<file path="config.mk">
export PLATFORM = sky130hd
export DESIGN_NAME = rat_table
export DESIGN_NICKNAME = d
export VERILOG_FILES = /design/src/rtl/rat_table_pkg.sv /design/src/rtl/rat_fwd_mux.sv /design/src/rtl/rat_table.sv
export SDC_FILE = /design/constraint.sdc
export NUM_CORES = 1
export LEC_CHECK = 0
export CAP_MARGIN = 20
export CORE_ASPECT_RATIO = 0.9
export CORE_MARGIN = 2
export CORE_UTILIZATION = 70
export CTS_BUF_LIST = sky130_fd_sc_hd__clkbuf_2 sky130_fd_sc_hd__clkbuf_4 sky130_fd_sc_hd__clkbuf_8
export CTS_CLUSTER_SIZE = 30
export DETAILED_ROUTE_END_ITERATION = 10
export HOLD_SLACK_MARGIN = 0.02
export PLACE_DENSITY = 0.9
export SYNTH_ARGS = -nofsm -noshare
export SYNTH_HDL_FRONTEND = slang
export SYNTH_SLANG_ARGS = --single-unit
</file>
<file path="constraint.sdc">
create_clock -name clock -period 3.1 [get_ports clock]
set_input_delay 0.465 -clock clock [delete_from_list [all_inputs] [get_ports clock]]
set_output_delay 0.465 -clock clock [all_outputs]
set_load 0.01 [all_outputs]
</file>
<file path="src/rtl/rat_table_pkg.sv">
// Shared types for the register alias table.
// PREG_IDX_W     : physical register tag width (64 physical registers)
// ARCH_IDX_W     : architectural register index width (32 RAT rows)
// RAT_READ_INPACKET / RAT_WRITE_INPACKET / RAT_READ_OUTPACKET / CDB_PACKET :
//                  per-port request/response records used on the rat_table ports
package rat_table_pkg;

  localparam int unsigned PREG_IDX_W    = 6;
  localparam int unsigned NUM_ARCH_REGS = 32;
  localparam int unsigned ARCH_IDX_W    = $clog2(NUM_ARCH_REGS);

  typedef logic [PREG_IDX_W-1:0] preg_idx_t;
  typedef logic [ARCH_IDX_W-1:0] arch_idx_t;

  typedef struct packed {
    logic      read_en;
    arch_idx_t addr;
  } RAT_READ_INPACKET;

  typedef struct packed {
    logic      write_en;
    arch_idx_t addr;
    preg_idx_t tag;
  } RAT_WRITE_INPACKET;

  typedef struct packed {
    preg_idx_t tag;
    logic      preg_ready;
  } RAT_READ_OUTPACKET;

  typedef struct packed {
    logic      cdb_valid;
    preg_idx_t tag;
  } CDB_PACKET;

endpackage

</file>
<file path="src/rtl/rat_fwd_mux.sv">
// Per-read-port output mux with intra-bundle forwarding.
// rd          : read request of this port
// table_tag   : registered table tag at rd.addr
// table_ready : registered table ready bit at rd.addr
// wr          : all write requests of the current bundle
// out         : tag / preg_ready presented on the read port
// Only writes from requests older than REQ_IDX may forward; the youngest
// matching older write wins and its result is never ready yet.
module rat_fwd_mux
  import rat_table_pkg::*;
#(
  parameter int unsigned numOfRequests = 2,
  parameter int unsigned REQ_IDX       = 0
) (
  input  RAT_READ_INPACKET  rd,
  input  preg_idx_t         table_tag,
  input  logic              table_ready,
  input  RAT_WRITE_INPACKET wr [numOfRequests],
  output RAT_READ_OUTPACKET out
);

  // Bit w set when write w is older than this port's request.
  localparam logic [numOfRequests-1:0] OLDER = numOfRequests'((1 << REQ_IDX) - 1);

  always_comb begin
    out = '0;
    if (rd.read_en) begin
      out.tag        = table_tag;
      out.preg_ready = table_ready;
      for (int unsigned w = 0; w < numOfRequests; w++) begin
        if (OLDER[w] && wr[w].write_en && (wr[w].addr == rd.addr)) begin
          out.tag        = wr[w].tag;
          out.preg_ready = 1'b0;
        end
      end
    end
  end

endmodule

</file>
<file path="src/rtl/rat_table.sv">
// Register alias table: maps architectural registers to physical tags and
// tracks whether each mapped physical register has been produced.
// clock            : rising-edge clock
// reset            : asynchronous active-low reset (entry i -> tag i, ready)
// cdb_packet       : completion broadcasts, one per lane
// rat_read_packet  : 2 read ports per request (ports 2r, 2r+1 for request r)
// rat_write_packet : one rename write per request
// rat_packet       : combinational read results (tag, preg_ready)
module rat_table
  import rat_table_pkg::*;
#(
  parameter int unsigned numOfEntries  = 32,
  parameter int unsigned numOfRequests = 2
) (
  input  logic              clock,
  input  logic              reset,
  input  CDB_PACKET         cdb_packet       [numOfRequests],
  input  RAT_READ_INPACKET  rat_read_packet  [2*numOfRequests],
  input  RAT_WRITE_INPACKET rat_write_packet [numOfRequests],
  output RAT_READ_OUTPACKET rat_packet       [2*numOfRequests]
);

  localparam int unsigned NUM_PORTS = 2 * numOfRequests;

  preg_idx_t                tag_q   [numOfEntries];
  preg_idx_t                tag_d   [numOfEntries];
  logic [numOfEntries-1:0]  ready_q;
  logic [numOfEntries-1:0]  ready_d;

  preg_idx_t                rd_tag  [NUM_PORTS];
  logic [NUM_PORTS-1:0]     rd_ready;

  // CDB wakeup first, then writes in ascending order so that a write beats
  // a same-cycle wakeup and the highest-indexed write to a row wins.
  always_comb begin
    tag_d   = tag_q;
    ready_d = ready_q;
    for (int unsigned e = 0; e < numOfEntries; e++) begin
      for (int unsigned l = 0; l < numOfRequests; l++) begin
        if (cdb_packet[l].cdb_valid && (cdb_packet[l].tag == tag_q[e])) begin
          ready_d[e] = 1'b1;
        end
      end
      for (int unsigned w = 0; w < numOfRequests; w++) begin
        if (rat_write_packet[w].write_en && (rat_write_packet[w].addr == ARCH_IDX_W'(e))) begin
          tag_d[e]   = rat_write_packet[w].tag;
          ready_d[e] = 1'b0;
        end
      end
    end
  end

  always_ff @(posedge clock or negedge reset) begin
    if (!reset) begin
      for (int unsigned e = 0; e < numOfEntries; e++) begin
        tag_q[e] <= PREG_IDX_W'(e);
      end
      ready_q <= '1;
    end else begin
      tag_q   <= tag_d;
      ready_q <= ready_d;
    end
  end

  always_comb begin
    rd_ready = '0;
    for (int unsigned p = 0; p < NUM_PORTS; p++) begin
      rd_tag[p]   = tag_q[rat_read_packet[p].addr];
      rd_ready[p] = ready_q[rat_read_packet[p].addr];
    end
  end

  for (genvar p = 0; p < NUM_PORTS; p++) begin : g_port
    rat_fwd_mux #(
      .numOfRequests (numOfRequests),
      .REQ_IDX       (p / 2)
    ) u_fwd (
      .rd          (rat_read_packet[p]),
      .table_tag   (rd_tag[p]),
      .table_ready (rd_ready[p]),
      .wr          (rat_write_packet),
      .out         (rat_packet[p])
    );
  end

endmodule

</file>
==> results of run 1 <==
## through the flow
step                       TNS, ns  std cells    util
after floorplan                  0       2538       -
after global placement      -4.223       2877  0.7703
after detailed placement    -4.716       2877  0.7703
after CTS                 -0.06090       3027  0.8213
## routing by layer
layer	global-route usage	overflow
met5	0.5627	1
met4	0.7650	18
met1	0.8276	2
met3	0.7168	15
met2	0.9332	24
## logic make-up after synthesis
group | share of synthesized area
and+or+nand+nor | 0.1074
muxes | 0.3073
xor gates and xnor gates | 0.1457
AOI/OAI and AO/OA | 0.1103
DFF | 0.2426
buffers and inverters | 0.08668
## repair_timing
item | CTS
endpoints found under the setup margin | 28
gates resized for setup | 184
cloned | 0
setup buffers | 77
hold buffers | 1
endpoints found under the hold margin | 52
pin swaps | 27
==> results.txt, run 1 <==
The initial standard-cell utilization of the core came out at 0.7155. The flow stopped in global routing. Summing every instance area after synthesis gives about 24000 um2. The cell area after placement came out at 25500 um2. The flow did not finish. Once global-route timing repair stopped, the endpoint with the least setup slack was rat_packet[22]. The total global-route track usage is 0.8171. The wire-length estimate of the detail-placed layout is 79850 um. The chip width came out at 197.9 um. Clock tree synthesis selected as its root buffer the cell clkbuf_8.

The most common cell in the synthesized netlist is mux2i_1. Entering global routing, the biggest net connects between 90 and 100 pins. The post-synthesis cell count came out at around 2500.

Counting along the longest clock path gives a buffer depth of 3. The number of enable-type register cells in the synthesized netlist is 0. The sequential fraction of the synthesis area came out at 0.2426.

The share of synthesized flip-flops with an asynchronous set or reset is 1.000. The CTS sink count came out at approximately 220. The post-synth net total came out at around 2600.

The cell row count came out at between 60 and 70. The clock tree synthesis step divided the H-tree into 2 levels. The number of buffers inserted by port buffering came out at 91. The average cell area after synthesis came out at between 9 and 10 um2.

The number of buffers created by CTS came out at 39. The most instantiated flip-flop cell in the synthesis netlist is dfstp_2. Before CTS, the worst setup slack after placement is -0.3500 ns.

Sorting the synthesized cells by area gives the leading types as mux2i_1, mux4_2, dfstp_2. The register bit count reported by yosys came out at roughly 220. The weighted congestion at the end of routability-driven global placement came out at 1.281. The number of synthesis warnings came out at 0.

The commonest cells after synthesis are mux2i_1, clkbuf_1, xor2_1, xnor2_1, a21oi_1. The share of synthesized area in the top cell type comes to 0.1682. The first error in the log reads "[ERROR GRT-0232] Routing congestion too high. Check the congestion heatmap in the GUI". The count of boundary I/O pins came out at 92. The floorplan die height came out at approximately 180 um. The leftover overflow at the end of global routing is 60.

After the last repair the worst path ends at a primary output. The cell type with the highest aggregate area in the netlist is mux2i_1. Yosys mapped the design onto between 40 and 50 distinct sky130hd cell types.
==> run 2: changes to the inputs <==
==> config.mk (replaced) <==
export PLATFORM = sky130hd
export DESIGN_NAME = rat_table
export DESIGN_NICKNAME = d
export VERILOG_FILES = /design/src/rtl/rat_table_pkg.sv /design/src/rtl/rat_fwd_mux.sv /design/src/rtl/rat_table.sv
export SDC_FILE = /design/constraint.sdc
export NUM_CORES = 1
export LEC_CHECK = 0
export CAP_MARGIN = 20
export CORE_MARGIN = 2
export CORE_UTILIZATION = 40
export DETAILED_ROUTE_END_ITERATION = 10
export PLACE_DENSITY_LB_ADDON = 0.15
export SYNTH_ARGS = -nofsm -noshare
export SYNTH_HDL_FRONTEND = slang
export SYNTH_SLANG_ARGS = --single-unit
==> results.txt, run 2 <==
Run status: finished, violations left (was aborted with a tool error). The checks that failed: setup timing. Clock latency on the worst-skew pair, taken at its later pin, is 0.61 ns.

The sequential fraction of the synthesis area came out at 0.2426 (unchanged). The CTS sink count is 224 (unchanged). The first detailed-routing pass ran for 5 iterations. The maximum vdd ir drop came out at between 0.5 and 0.6 mV.

Traced cell by cell, the critical path runs through mux2i_1 > a22oi_1 > a21oi_1 > or4_4 > a21oi_4 > buf_6. The number of synthesis warnings is 0 (unchanged). The worst setup path is captured at an output port. Measured against its own limit, the worst slew margin works out to 0.4521. The routing usage on met3 came out at 0.1079.

The number of pins with negative max-slew slack in the final report came out at 0. The maximum clock insertion buffer count came to 3 (unchanged). The flip-flop count of the largest register after layout is around 190. Of the available clock period, the critical path in the final layout requires 1.000. The number of instances on the worst hold path came out at 3. The die covers ~61000 um2. The routed design has roughly 130000 um of wire. The data arrival time at the worst-slack endpoint came out at 2.64 ns. Top cells by instance count after synthesis: mux2i_1, clkbuf_1, xor2_1, xnor2_1, a21oi_1 (unchanged). Counting flops per register, the top entry is tag_q. The number of placed instances, taps included came out at 3344 (was 2877). The chip width is 247.4 um (was 197.9 um). The peak fanout along the critical path is 2. Among all stages on the critical path, the largest delay is contributed by dfstp_2.

The met1 track demand over resource in global routing came out at 0.5540. The count of final setup violators came out at 1. The maximum cell stage delay along the critical path came out at 0.54 ns. The remaining number of nets flagged by the antenna check after routing came out at 0.

The floorplan die height is 247.4 um (was 178.5 um). Leaving out fill and tap cells, the most frequent cells in the layout are buf_4, mux2i_1, xor2_1, xnor2_1, a21oi_1. The largest registers in the layout are tag_q (192), ready_q (32).

The buffer cell driving the clock tree root was clkbuf_16 (was clkbuf_8). The shortest clock period the worst path allows after layout is 3.102 ns. After detailed routing, the number of remaining DRC violations is 0. The count of boundary I/O pins is 92 (unchanged).

The library cell with the highest instance count after synthesis was mux2i_1 (unchanged). The worst-case clock skew is between 0.01 and 0.015 ns. The worst hold path terminates at tag_q[70]. The final instance count without filler cells came out at about 3500. The weighted congestion at the end of routability-driven global placement is 1.135 (was 1.281). Cells taking the most area after synthesis: mux2i_1, mux4_2, dfstp_2 (unchanged). The kind of path behind the tightest hold check is input pin to flip-flop. Entering global routing, the biggest net connects 86 pins.

The most instantiated flip-flop cell in the synthesis netlist is dfstp_2 (unchanged). The cell type with the highest aggregate area in the netlist is mux2i_1 (unchanged). The final setup slack of the worst path came out at -0.001532 ns. The fmax is roughly 320 MHz. The area of the core is roughly 59000 um2. The number of failing hold endpoints at the final stage came out at 0.

The fraction of met2 tracks used by global routing is 0.6103. The initial standard-cell utilization of the core was 0.4029 (was 0.7155). The total global-route track usage came out at 0.4078.

The layout-stage area growth over the synthesis result came out at 21.78%. The reported max-cap violation count came out at 0. The netlist area before placement is 23690 um2 (unchanged). The total vias in the final route is ~23000.

The final net count came out at between 2000 and 3000. The wire length of the first global-routing pass came out at 173800 um. The worst hold slack across all endpoints came out at 0.3119 ns. The critical register-to-register path startpoint is tag_q[73]. At the pin with the least slew margin, the transition time is ~0.82 ns. The via count of the first global-routing pass is between 20000 and 25000. The fraction of post-synthesis cell area in the top cell type by area came to 0.1682 (unchanged). The number of buffers created by CTS came out at 30 (was 39). The number of antenna violations at the first check in global routing came to 10. The cell row count is 89 (was 63). The number of levels the H-tree was split into is 1 (was 2). Counting the fill cells in the layout gives roughly 5500. The worst setup path is launched from a flip-flop. The average cell area after synthesis is 9.333 um2 (unchanged). The number of enable-type register cells in the synthesized netlist came out at 0 (unchanged).

The fraction of layout cells with a size suffix above 1 came out at 0.3630. The worst setup path is of the flip-flop to output port kind. The half-perimeter wire length after detailed placement was 91900 um (was 79850 um). The worst-case setup slack after placement is -0.4354 ns (was -0.3500 ns). Setup repair after global routing could not meet its margin everywhere.

The data required time at the worst endpoint came out at 2.63 ns. The static leakage power is around 12 nW. The setup check on the worst reg-to-reg path leaves a slack of 1.19 ns.

The leftover overflow at the end of global routing is 0. The starting DRC count in detailed routing came out at between 2000 and 3000. The clock-pin transition on the worst setup and hold timing paths came out at 0.07 ns. The register bit count reported by yosys was 224 (unchanged). The clock tree from TritonCTS is done.

The post-synthesis cell count came to 2538 (unchanged). The power per unit of standard cell area came out at between 600 and 700 nW/um2. In this run the most used layer during global routing was met2.

The vias per cell is 6.550. The worst hold path startpoint is rat_write_packet[4]. Leaving out fill and tap cells, the most frequent cell in the layout is buf_4. The routed wire length per instance is 36.32 um.

The number of buffers inserted by port buffering is 91 (unchanged). The number of unique standard cell types used by synthesis came to 41 (unchanged). The count of cells along the worst register-to-register path came out at 7. The endpoint of the worst register-to-register path is ready_q[19].

The start point of the critical path is tag_q[108]. The post-synth net total came out at 2602 (unchanged). The share of synthesized flip-flops with an asynchronous set or reset came to 1.000 (unchanged).
run 2: cell counts after synthesis:
Identical to the previous run, type by type.
run 2: worst max-delay path by stage:
stage / cells after the start / to
after global placement: 8 / rat_packet[10]
after global routing: 8 / rat_packet[5]
final: 6 / rat_packet[1]
after floorplan: 5 / rat_packet[16]
after CTS: 7 / rat_packet[12]
after detailed placement: 8 / rat_packet[10]
run 2: layout make-up:
type,instances,area [um2],area share
clock inverter,11,111.4,0.003860
sequential,224,5811,0.2014
multi-input combinational,1886,16410,0.5688
clock buffer,43,890.9,0.03088
inverter,2,7.507,0.0002602
tap,773,967.2,0.03353
antenna,2,5.005,0.0001735
timing repair buffer,523,4647,0.1611
run 2: cell families (layout without fill, tap and decap cells):
kind of cell / after synthesis / after routing / share of synthesized area
buf+inv: 428 / 579 / 0.08668
compound gates: 435 / 435 / 0.1103
flops: 224 / 224 / 0.2426
xor+xnor: 394 / 394 / 0.1457
simple gates: 511 / 511 / 0.1074
other cells: 0 / 2 / 0
mux: 546 / 546 / 0.3073
run 2: critical path: cells and delay by family, from the launching register on:
kind | cells | cell delay, ns
AO/OA/AOI/OAI | 3 | 0.60
flip-flops | 1 | 0.54
AND/OR/NAND/NOR | 1 | 0.52
multiplexers | 1 | 0.24
buffers and inverters | 1 | 0.13
run 2: metal layers:
layer	wire (um)	vias up
li1	-	9313
met1	50980	11370
met2	53750	1613
met3	14100	381
met4	6880	16
met5	110	-
run 2: per-stage QoR:
step                      total power, mW    TNS, ns    util  area (um2)
after CTS                           18.29   -0.01498  0.4864       28600
after global placement              13.95     -12.46  0.4553       26770
after global routing                19.33   -0.04699  0.4906       28850
after floorplan                     10.19          0       -       23690
after detailed placement            14.03     -13.59  0.4553       26770
final                               18.80  -0.001532  0.4906       28850
run 2: report_power, final:
part           switching [mW]  leakage [nW]  internal, mW
registers                1.96          2.49          4.19
logic                    4.60          8.94          4.36
clock network            1.54         0.499          2.14
total                    8.10          11.9          10.7
run 2: what timing repair did:
action                     CTS  global route
pin swaps                   30            23
gates cloned                 1             1
hold buffers                 1             0
hold endpoints to repair    46             0
buffers inserted            50            11
setup endpoints to repair   28            18
gates resized for setup    240            47
Note: power is estimated with default switching activity, not from simulation.
